--- src/rtl/maxpool_stream_if.sv ---
// Valid/ready stream bundle carrying one signed T-bit sample per transfer.
interface maxpool_stream_if #(
    parameter int unsigned T = 16
) ();
    logic [T-1:0] data;
    logic         valid;
    logic         ready;

    modport master (output data, output valid, input  ready);
    modport slave  (input  data, input  valid, output ready);
endinterface

--- src/rtl/maxpool_stream.sv ---
// Streaming 1D max-pool: reduces each non-overlapping window of P samples of an
// L-sample vector to its signed maximum; trailing samples beyond (L/P)*P are dropped.
module maxpool_stream #(
    parameter int unsigned L = 13,
    parameter int unsigned P = 2,
    parameter int unsigned T = 16
) (
    input  logic             clk,
    input  logic             reset,
    maxpool_stream_if.slave  x,
    maxpool_stream_if.master y
);
    localparam int unsigned FULL = (L / P) * P;
    localparam int unsigned EW   = (L > 1) ? $clog2(L) : 1;
    localparam int unsigned WW   = $clog2(P);

    logic [EW-1:0]       elem_cnt;
    logic [WW-1:0]       win_cnt;
    logic signed [T-1:0] max_reg;
    logic signed [T-1:0] y_data_q;
    logic                y_valid_q;

    logic signed [T-1:0] x_s;
    logic signed [T-1:0] pool_max;
    logic                x_acc;
    logic                y_acc;
    logic                win_first;
    logic                win_last;
    logic                vec_last;
    logic                in_full;
    logic                win_done;

    // One-entry output register: refillable in the same cycle it drains.
    assign x.ready = !y_valid_q || y.ready;
    assign y.valid = y_valid_q;
    assign y.data  = y_data_q;

    always_comb begin
        x_s       = $signed(x.data);
        pool_max  = (x_s > max_reg) ? x_s : max_reg;
        x_acc     = x.valid && x.ready;
        y_acc     = y_valid_q && y.ready;
        win_first = (win_cnt == '0);
        win_last  = (win_cnt == WW'(P - 1));
        vec_last  = (elem_cnt == EW'(L - 1));
        in_full   = (32'(elem_cnt) < FULL);
        win_done  = x_acc && win_last && in_full;
    end

    always_ff @(posedge clk or negedge reset) begin
        if (!reset) begin
            elem_cnt  <= '0;
            win_cnt   <= '0;
            max_reg   <= '0;
            y_data_q  <= '0;
            y_valid_q <= 1'b0;
        end else begin
            if (x_acc) begin
                // End of vector forces a fresh window regardless of win_cnt.
                if (vec_last) begin
                    elem_cnt <= '0;
                    win_cnt  <= '0;
                end else begin
                    elem_cnt <= elem_cnt + 1'b1;
                    win_cnt  <= win_last ? '0 : win_cnt + 1'b1;
                end
                if (win_first) begin
                    max_reg <= x_s;
                end else if (!win_last) begin
                    max_reg <= pool_max;
                end
            end
            if (win_done) begin
                y_valid_q <= 1'b1;
                y_data_q  <= pool_max;
            end else if (y_acc) begin
                y_valid_q <= 1'b0;
            end
        end
    end
endmodule

--- src/flat_wrapper.sv ---
// flat-port wrapper written by rule: the top's interface ports become plain ports
module maxpool_stream_flat 
#(
    parameter int unsigned L = 13,
    parameter int unsigned P = 2,
    parameter int unsigned T = 16
)
  (clk, reset, x_data, x_valid, x_ready, y_data, y_valid, y_ready);
  maxpool_stream_if #(.T(T)) x_i ();
  maxpool_stream_if #(.T(T)) y_i ();
  input  logic clk;
  input  logic reset;
  input wire logic [$bits(x_i.data)-1:0] x_data;
  input wire logic [$bits(x_i.valid)-1:0] x_valid;
  output wire logic [$bits(x_i.ready)-1:0] x_ready;
  output wire logic [$bits(y_i.data)-1:0] y_data;
  output wire logic [$bits(y_i.valid)-1:0] y_valid;
  input wire logic [$bits(y_i.ready)-1:0] y_ready;
  assign x_i.data = x_data;
  assign x_i.valid = x_valid;
  assign x_ready = x_i.ready;
  assign y_data = y_i.data;
  assign y_valid = y_i.valid;
  assign y_i.ready = y_ready;
  maxpool_stream #(.L(L), .P(P), .T(T)) u_core (.clk(clk), .reset(reset), .x(x_i), .y(y_i));
endmodule
--- config.mk ---
export PLATFORM = sky130hd
export DESIGN_NAME = maxpool_stream_flat
export DESIGN_NICKNAME = d
export VERILOG_FILES = /design/src/rtl/maxpool_stream_if.sv /design/src/rtl/maxpool_stream.sv /design/src/flat_wrapper.sv
export SDC_FILE = /design/constraint.sdc
export NUM_CORES = 1
export LEC_CHECK = 0
export CAP_MARGIN = 30
export CORE_MARGIN = 2
export CORE_UTILIZATION = 51
export CTS_CLUSTER_DIAMETER = 200
export DETAILED_ROUTE_END_ITERATION = 10
export PLACE_DENSITY = 0.79
export REMOVE_ABC_BUFFERS = 1
export SYNTH_ARGS = -nofsm -noshare
export SYNTH_HDL_FRONTEND = slang
export SYNTH_SLANG_ARGS = --single-unit
--- constraint.sdc ---
create_clock -name clk -period 2.8 [get_ports clk]
set_clock_uncertainty 0.2 [all_clocks]
set_input_delay 0.84 -clock clk [delete_from_list [all_inputs] [get_ports clk]]
set_output_delay 0.84 -clock clk [all_outputs]
set_load 0.02 [all_outputs]
==> flow_summary_export.csv, run 1 <==
group,metric,value,unit
final_layout,layout.nets,301,
clock_tree,cts_tree,"yes",
drt,drt_first_pass_iters,4,
clock_tree,numCtsBuffers,5,
min_path,hold_end,"u_core.y.data[1]$_DFFE_PN0P_",
floorplan,dieArea,4350,sq um
floorplan,die_h,65.9,um
critical_path,arrival,2.79,ns
final_layout,fin_area,2890,sq um
synth,yosysTopAreaCellShare,0.486,
min_path,hold_path_startpoint,"u_core.max_reg[1]$_DFFE_PN0P_",
run_status,outcome,"complete, but fails checks",
min_path,holdPathStages,1,
critical_path,rr_startpoint,"u_core.max_reg[13]$_DFFE_PN0P_",
global_routing,antenna_found_initial,0,
timing,setup_viol,1,
drt,wirelength,4970,um
global_routing,grt.total_usage,0.256,
synth,synth-seq-area-share,0.486,
final_layout,area_growth,47.8,%
critical_path,critPathMostFrequentCell,"o31ai_4",
critical_path,crit_path_max_incr_delay,0.42,ns
synth,synth_edf_count,0,
clock_tree,cts.sinks,38,
timing,worst_pin_slew,0.471,ns
timing,relSlewSlack,0.686,
drt,routedWlPerCell,15.9,um
synth,synth_area,1960,sq um
min_path,hp-class,"flip-flop to flip-flop",
run_status,violations,"setup timing",
critical_path,critPathMaxFanout,8,
pwr,seqPwrFrac,0.324,
drt,antenna_left,0,
pwr,ir_worst_vdd,0.727,mV
critical_path,startpoint_type,"input port",
timing,fin_crit_sh,1.00,
place,placed_area,2580,sq um
synth,synth_most_common_cell,"dfrtp_1",
synth,yosys.area.top_type,"dfrtp_1",
critical_path,critPathKind,"input port to flip-flop",
floorplan,placementRows,22,
global_routing,grt_pass1_wl,8310,um
clock_tree,clk_latency,0.30,ns
pwr,power,3.00,mW
critical_path,end_kind,"flip-flop",
drt,vias,1723,
pwr,p_per_area,1040,nW/um^2
final_layout,fillers,245,
clock_tree,hold_buffers,0,
pwr,leakagePower,1.31,nW
floorplan,io-pin-count,38,
flow_run,drv_cap,0,
critical_path,critPathTopFamily,"compound AO/OA/AOI/OAI gates",
drt,first_iter_violations,130,
clock_tree,path_clk_slew,0.07,ns
floorplan,die_x,65.9,um
synth,synthTopCellsByCount,"dfrtp_1, nand2_1, o21ai_0",
global_routing,overflow,0,
place,place_congestion,0.784,
timing,fin_crit,2.81,ns
synth,synth_ff_type,"dfrtp_1",
clock_tree,cts_buffer_depth,2,
timing,setup_ws,-0.00615,ns
place,placedCellCount,300,
timing,drv_slew,0,
pwr,clkPwrFrac,0.130,
pwr,switchingPower,1.18,mW
critical_path,required,2.78,ns
synth,syn_inst,193,
final_layout,diodes,0,
synth,syn_avg_cell_area,10.1,sq um
global_routing,grt_pass1_vias,1756,
synth,ys.warnings.count,0,
floorplan,start_util,0.531,
critical_path,cp_slowest_cell,"a2111oi_4",
drt,via_per_inst,5.52,
pwr,cellInternalPower,1.82,mW
floorplan,core,3690,sq um
synth,synth_seq_cells,38,
clock_tree,cts_root_buf,"clkbuf_8",
final_layout,drive_above_1_share,0.261,
place,dpl.hpwl,3390,um
final_layout,fin_cells,312,
pwr,swShare,0.392,
timing,hold_viol,0,
pwr,combPwrFrac,0.546,
global_routing,grt_max_degree,39,
timing,grt_setup_unrepaired,"yes",
critical_path,reg2reg_depth,9,
synth,synth_area_leaders,"dfrtp_1, ha_1, a221o_1",
drt,drc,0,
place,io_buffers,37,
critical_path,path_cells,"buf_8 > ha_4 > a21o_1 > a2111oi_4 > o31ai_4 > o31ai_4 > nor2_2 > buf_6 > a221o_1",
synth,async_reset_ff_frac,1.00,
critical_path,critical_path_buf_inv_count,2,
critical_path,timing.reg2reg.setup_slack,0.18,ns
clock_tree,h-tree-depth,2,
critical_path,r2r-end,"u_core.y.data[13]$_DFFE_PN0P_",
synth,ys_types,27,
timing,fmax,356,MHz
## cells in the final DEF, fill, tap and decap left out, types with 2 or more instances in the layout
cell type / n
ha_1: 9
nand2_1: 25
clkbuf_8: 6
clkdlybuf4s15_1: 5
o31ai_4: 2
nand4_1: 4
clkdlybuf4s15_2: 2
clkdlybuf4s50_1: 19
a21o_1: 2
buf_6: 3
buf_4: 30
dlygate4sd2_1: 7
a2111oi_4: 2
buf_2: 3
nand3_1: 2
dfrtp_1: 38
a221o_1: 16
inv_1: 18
and2_1: 16
a21oi_1: 5
ha_2: 2
a21oi_2: 3
o21ai_0: 21
ha_4: 7
## cell families (layout without fill, tap and decap cells)
| kind of cell | after synthesis | after routing | share of synthesized area |
|---|---|---|---|
| compound gates | 54 | 54 | 0.196 |
| buf+inv | 27 | 98 | 0.0582 |
| fa+ha+maj | 18 | 18 | 0.115 |
| flops | 38 | 38 | 0.486 |
| mux | 1 | 1 | 0.00575 |
| simple gates | 55 | 55 | 0.139 |
## metrics by stage
step	setup slack (ns)	TNS, ns	utilization	hold slack (ns)
floorplan	-0.322	-5.19	-	0.279
global placement	-0.628	-10.26	0.699	0.283
detailed placement	-0.813	-13.02	0.699	0.296
CTS	0.00687	0	0.769	0.307
global route	-0.0551	-0.630	0.784	0.327
finish	-0.00615	-0.00615	0.784	0.305
## how the worst max path moves through the flow
stage,startpoint,end,depth (start not counted)
floorplan,x_data[13],u_core.y.data[0]$_DFFE_PN0P_,7
global placement,x_data[13],u_core.y.data[7]$_DFFE_PN0P_,9
detailed placement,x_data[13],u_core.y.data[3]$_DFFE_PN0P_,9
CTS,x_data[9],u_core.y.data[12]$_DFFE_PN0P_,10
global route,x_data[13],u_core.y.data[11]$_DFFE_PN0P_,9
finish,x_data[13],u_core.y.data[13]$_DFFE_PN0P_,9
## area by class of cell
type	count	area, sq um	share of cell area
Clock inverter	1	5.00	0.00173
Inverter	19	71.3	0.0247
Timing Repair Buffer	71	633	0.219
Sequential cell	38	951	0.329
Multi-Input combinational cell	128	1080	0.375
Clock buffer	7	86.3	0.0299
Tap cell	48	60.1	0.0208
## repair_timing
item	in CTS	in global routing
pin swaps	27	21
gates resized for setup	57	11
buffers inserted	3	1
endpoints found under the setup margin	17	17
## power by group through the flow
stage               Combinational [mW]  Clock [mW]  Sequential [mW]
detailed placement                1.38           0            0.970
finish                            1.64       0.392            0.971
CTS                               1.56       0.392            0.967
global route                      1.79       0.425            0.999
global placement                  1.33           0            0.965
floorplan                        0.654           0             1.08
## layer usage
metal,routed length [um],vias up,share of wire,global-route usage
met2,2500,59,0.50,0.432
met4,110,0,0.022,0.0893
met1,2100,819,0.42,0.313
met5,0,-,0,0
met3,253,14,0.051,0.0716
li1,-,831,-,-
Power figures use the tool's default switching activity.
==> run 2: changes to the inputs <==
- ABC_AREA: not set -> 1
- CORE_UTILIZATION: 51 -> 53
==> run 2 against run 1 <==
The run now ends clean. Sequential cell count did not move. Fmax grew 1.9%. Sequential share of layout area fell by 0.67 points. Register-to-register slack gained 0.53 ns. Core utilization decreased by 6.2 points. Die area grew 12%. Non-clock buffer count down 21. Clock-buffer cell count is 1 lower. Critical path type is now input port to output port. Largest cell class unchanged.
==> flow_summary_export.csv, run 2 <==
group,metric,value,unit
run_status,outcome,"finished clean",
global_routing,grt_pass1_vias,1816,
clock_tree,cts_root_buf,"clkbuf_8",
critical_path,critPathMaxFanout,2,
timing,worst_pin_slew,0.496,ns
drt,antenna_left,0,
place,dp_slack,-0.235,ns
drt,routedWlPerCell,12.5,um
synth,synth_area,2300,sq um
pwr,power,3.41,mW
pwr,combPwrFrac,0.549,
synth,async_reset_ff_frac,1.00,
global_routing,overflow,0,
drt,drt_first_pass_iters,5,
synth,syn_avg_cell_area,8.24,sq um
final_layout,layout_common_cells,"nand2_1, inv_1, dfrtp_1",
place,placedCellCount,370,
synth,syn_inst,279,
flow_run,drv_cap,0,
drt,via_per_inst,5.19,
synth,synth_most_common_cell,"nand2_1",
pwr,clkPwrFrac,0.170,
place,io_buffers,37,
synth,yosys.area.top_type,"dfrtp_1",
critical_path,crit_path_max_incr_delay,0.45,ns
synth,synthTopCellsByCount,"nand2_1, inv_1, dfrtp_1",
pwr,p_per_area,1160,nW/um^2
synth,ys.warnings.count,0,
global_routing,grt_max_degree,39,
final_layout,fin_cells,379,
synth,ys_types,23,
timing,drv_slew,0,
clock_tree,cts_setup_buffers,0,
drt,met3_length,216,um
clock_tree,clk_latency,0.30,ns
place,dpl.hpwl,3260,um
critical_path,arrival,1.72,ns
drt,wirelength,4740,um
global_routing,grt_pass1_wl,8070,um
final_layout,diodes,0,
drt,first_iter_violations,135,
pwr,leakagePower,1.53,nW
pwr,swShare,0.422,
final_layout,area_growth,28.3,%
critical_path,critPathTopFamily,"buffers and inverters",
critical_path,path_cells,"clkdlybuf4s50_1 > inv_1 > nand2_1 > dlygate4sd2_1",
floorplan,start_util,0.563,
clock_tree,cts.sinks,38,
place,place_congestion,0.794,
critical_path,startpoint_type,"input port",
synth,synth_ff_type,"dfrtp_1",
drt,wl_met1,2250,um
floorplan,io-pin-count,38,
final_layout,layout.nets,366,
drt,wl_met2,2210,um
final_layout,final_common_cell,"nand2_1",
final_layout,final_util,0.722,
synth,synth_edf_count,0,
final_layout,drive_above_1_share,0.191,
clock_tree,hold_buffers,0,
global_routing,antenna_found_initial,0,
clock_tree,path_clk_slew,0.08,ns
synth,synth_area_leaders,"dfrtp_1, nand2_1, ha_1",
floorplan,placementRows,23,
timing,setup_viol,0,
timing,hold_viol,0,
critical_path,critPathKind,"input port to output port",
floorplan,die_x,69.9,um
drt,highest_layer,"met4",
clock_tree,h-tree-depth,2,
timing,fmax,363,MHz
timing,setup_ws,0.0449,ns
drt,drc,0,
timing,fin_crit,2.76,ns
min_path,hp-class,"flip-flop to flip-flop",
synth,synth_seq_cells,38,
pwr,switchingPower,1.44,mW
global_routing,grt.total_usage,0.202,
floorplan,die_h,69.9,um
critical_path,cp_slowest_cell,"clkdlybuf4s50_1",
clock_tree,numCtsBuffers,5,
synth,yosysTopAreaCellShare,0.413,
clock_tree,cts_buffer_depth,2,
timing,hold_slack,0.281,ns
drt,vias,1967,
pwr,seqPwrFrac,0.280,
timing,fin_crit_sh,0.984,
synth,synth-seq-area-share,0.413,
floorplan,dieArea,4880,sq um
critical_path,end_kind,"output port",
pwr,cellInternalPower,1.97,mW
critical_path,required,1.76,ns
critical_path,critical_path_buf_inv_count,3,
floorplan,core,4090,sq um
clock_tree,cts_tree,"yes",
timing,relSlewSlack,0.670,
pwr,ir_worst_vdd,0.593,mV
## run 2: cell count changes in the layout (fill, tap and decap cells not counted), sizes merged, moves of 3 or more
cell,previous run,this run
dlygate4sd2,7,1
nand3,3,24
a221o,16,0
inv,19,44
o21ai,21,18
buf,38,14
clkdlybuf4s15,7,0
nand4,4,17
nor2,2,7
and2,17,0
clkdlybuf4s50,19,35
nand2,25,92
## run 2: repair_timing
item	in CTS	in global routing
setup endpoints to repair	1	16
gates cloned	0	1
resized for setup	1	3
pin swaps	0	1
## run 2: cells by family (layout without fill, tap and decap cells)
| kind of cell | count (synthesis) | in the layout | synth area share |
|---|---|---|---|
| AND/OR/NAND/NOR | 140 | 141 | 0.324 |
| flip-flops | 38 | 38 | 0.413 |
| XOR/XNOR | 1 | 1 | 0.00381 |
| AO/OA/AOI/OAI | 29 | 29 | 0.0664 |
| buffers and inverters | 53 | 102 | 0.0947 |
| adder cells (fa/ha/maj) | 18 | 18 | 0.0979 |
## run 2: cell type report
| cell class | instances | area, sq um |
|---|---|---|
| tap | 50 | 62.6 |
| timing repair buffer | 50 | 482 |
| fill | 335 | 1130 |
| inverter | 44 | 165 |
| sequential | 38 | 951 |
| clock inverter | 2 | 60.1 |
| clock buffer | 6 | 82.6 |
| multi-input combinational | 189 | 1150 |
## run 2: worst paths after layout
check                                              start                       endpoint  slack, ns  cells past startpoint
max                                              y_ready                        x_ready       0.04                      4
min                         u_core.y.data[1]$_DFFE_PN0P_   u_core.y.data[1]$_DFFE_PN0P_       0.28                      2
max reg2reg                u_core.max_reg[5]$_DFFE_PN0P_   u_core.y.data[9]$_DFFE_PN0P_       0.71                     13
min reg2reg                 u_core.y.data[1]$_DFFE_PN0P_   u_core.y.data[1]$_DFFE_PN0P_       0.28                      2
max in group asynchronous                          reset  u_core.y.data[12]$_DFFE_PN0P_       1.66                      2
min in group asynchronous                          reset   u_core.y.data[9]$_DFFE_PN0P_       0.38                      2
## run 2: through the flow
| step | setup TNS, ns | cell area, sq um |
|---|---|---|
| after floorplan | 0 | 2250 |
| after global placement | -2.66 | 2790 |
| after detailed placement | -3.31 | 2790 |
| after CTS | 0 | 2930 |
| after global routing | -0.103 | 2950 |
| final | 0 | 2950 |
## run 2: worst min-delay path: cells and delay by family (launching register included)
kind	cells	cell delay (ns)
and+or+nand+nor	2	0.10
DFF	1	0.35
## run 2: power groups by stage
stage          Sequential (mW)  Combinational, mW  Clock, mW
2_1_floorplan             1.09               1.06          0
3_3_place_gp             0.954               1.80          0
3_5_place_dp             0.968               1.83          0
4_1_cts                  0.958               1.85      0.590
5_1_grt                  0.997               2.09      0.619
6_report                 0.957               1.87      0.581
## run 2: metal layers
layer  GRT usage  vias up
li1            -      996
met1       0.257      912
met2       0.342       49
met3      0.0418       10
met4      0.0705        0
met5           0        -
==> run 3: changes to the inputs <==
- HOLD_SLACK_MARGIN: not set -> 0.05
- SLEW_MARGIN: not set -> 20
==> results of run 3 <==
Final layout, timing and power as in run 2 (identical DEF).
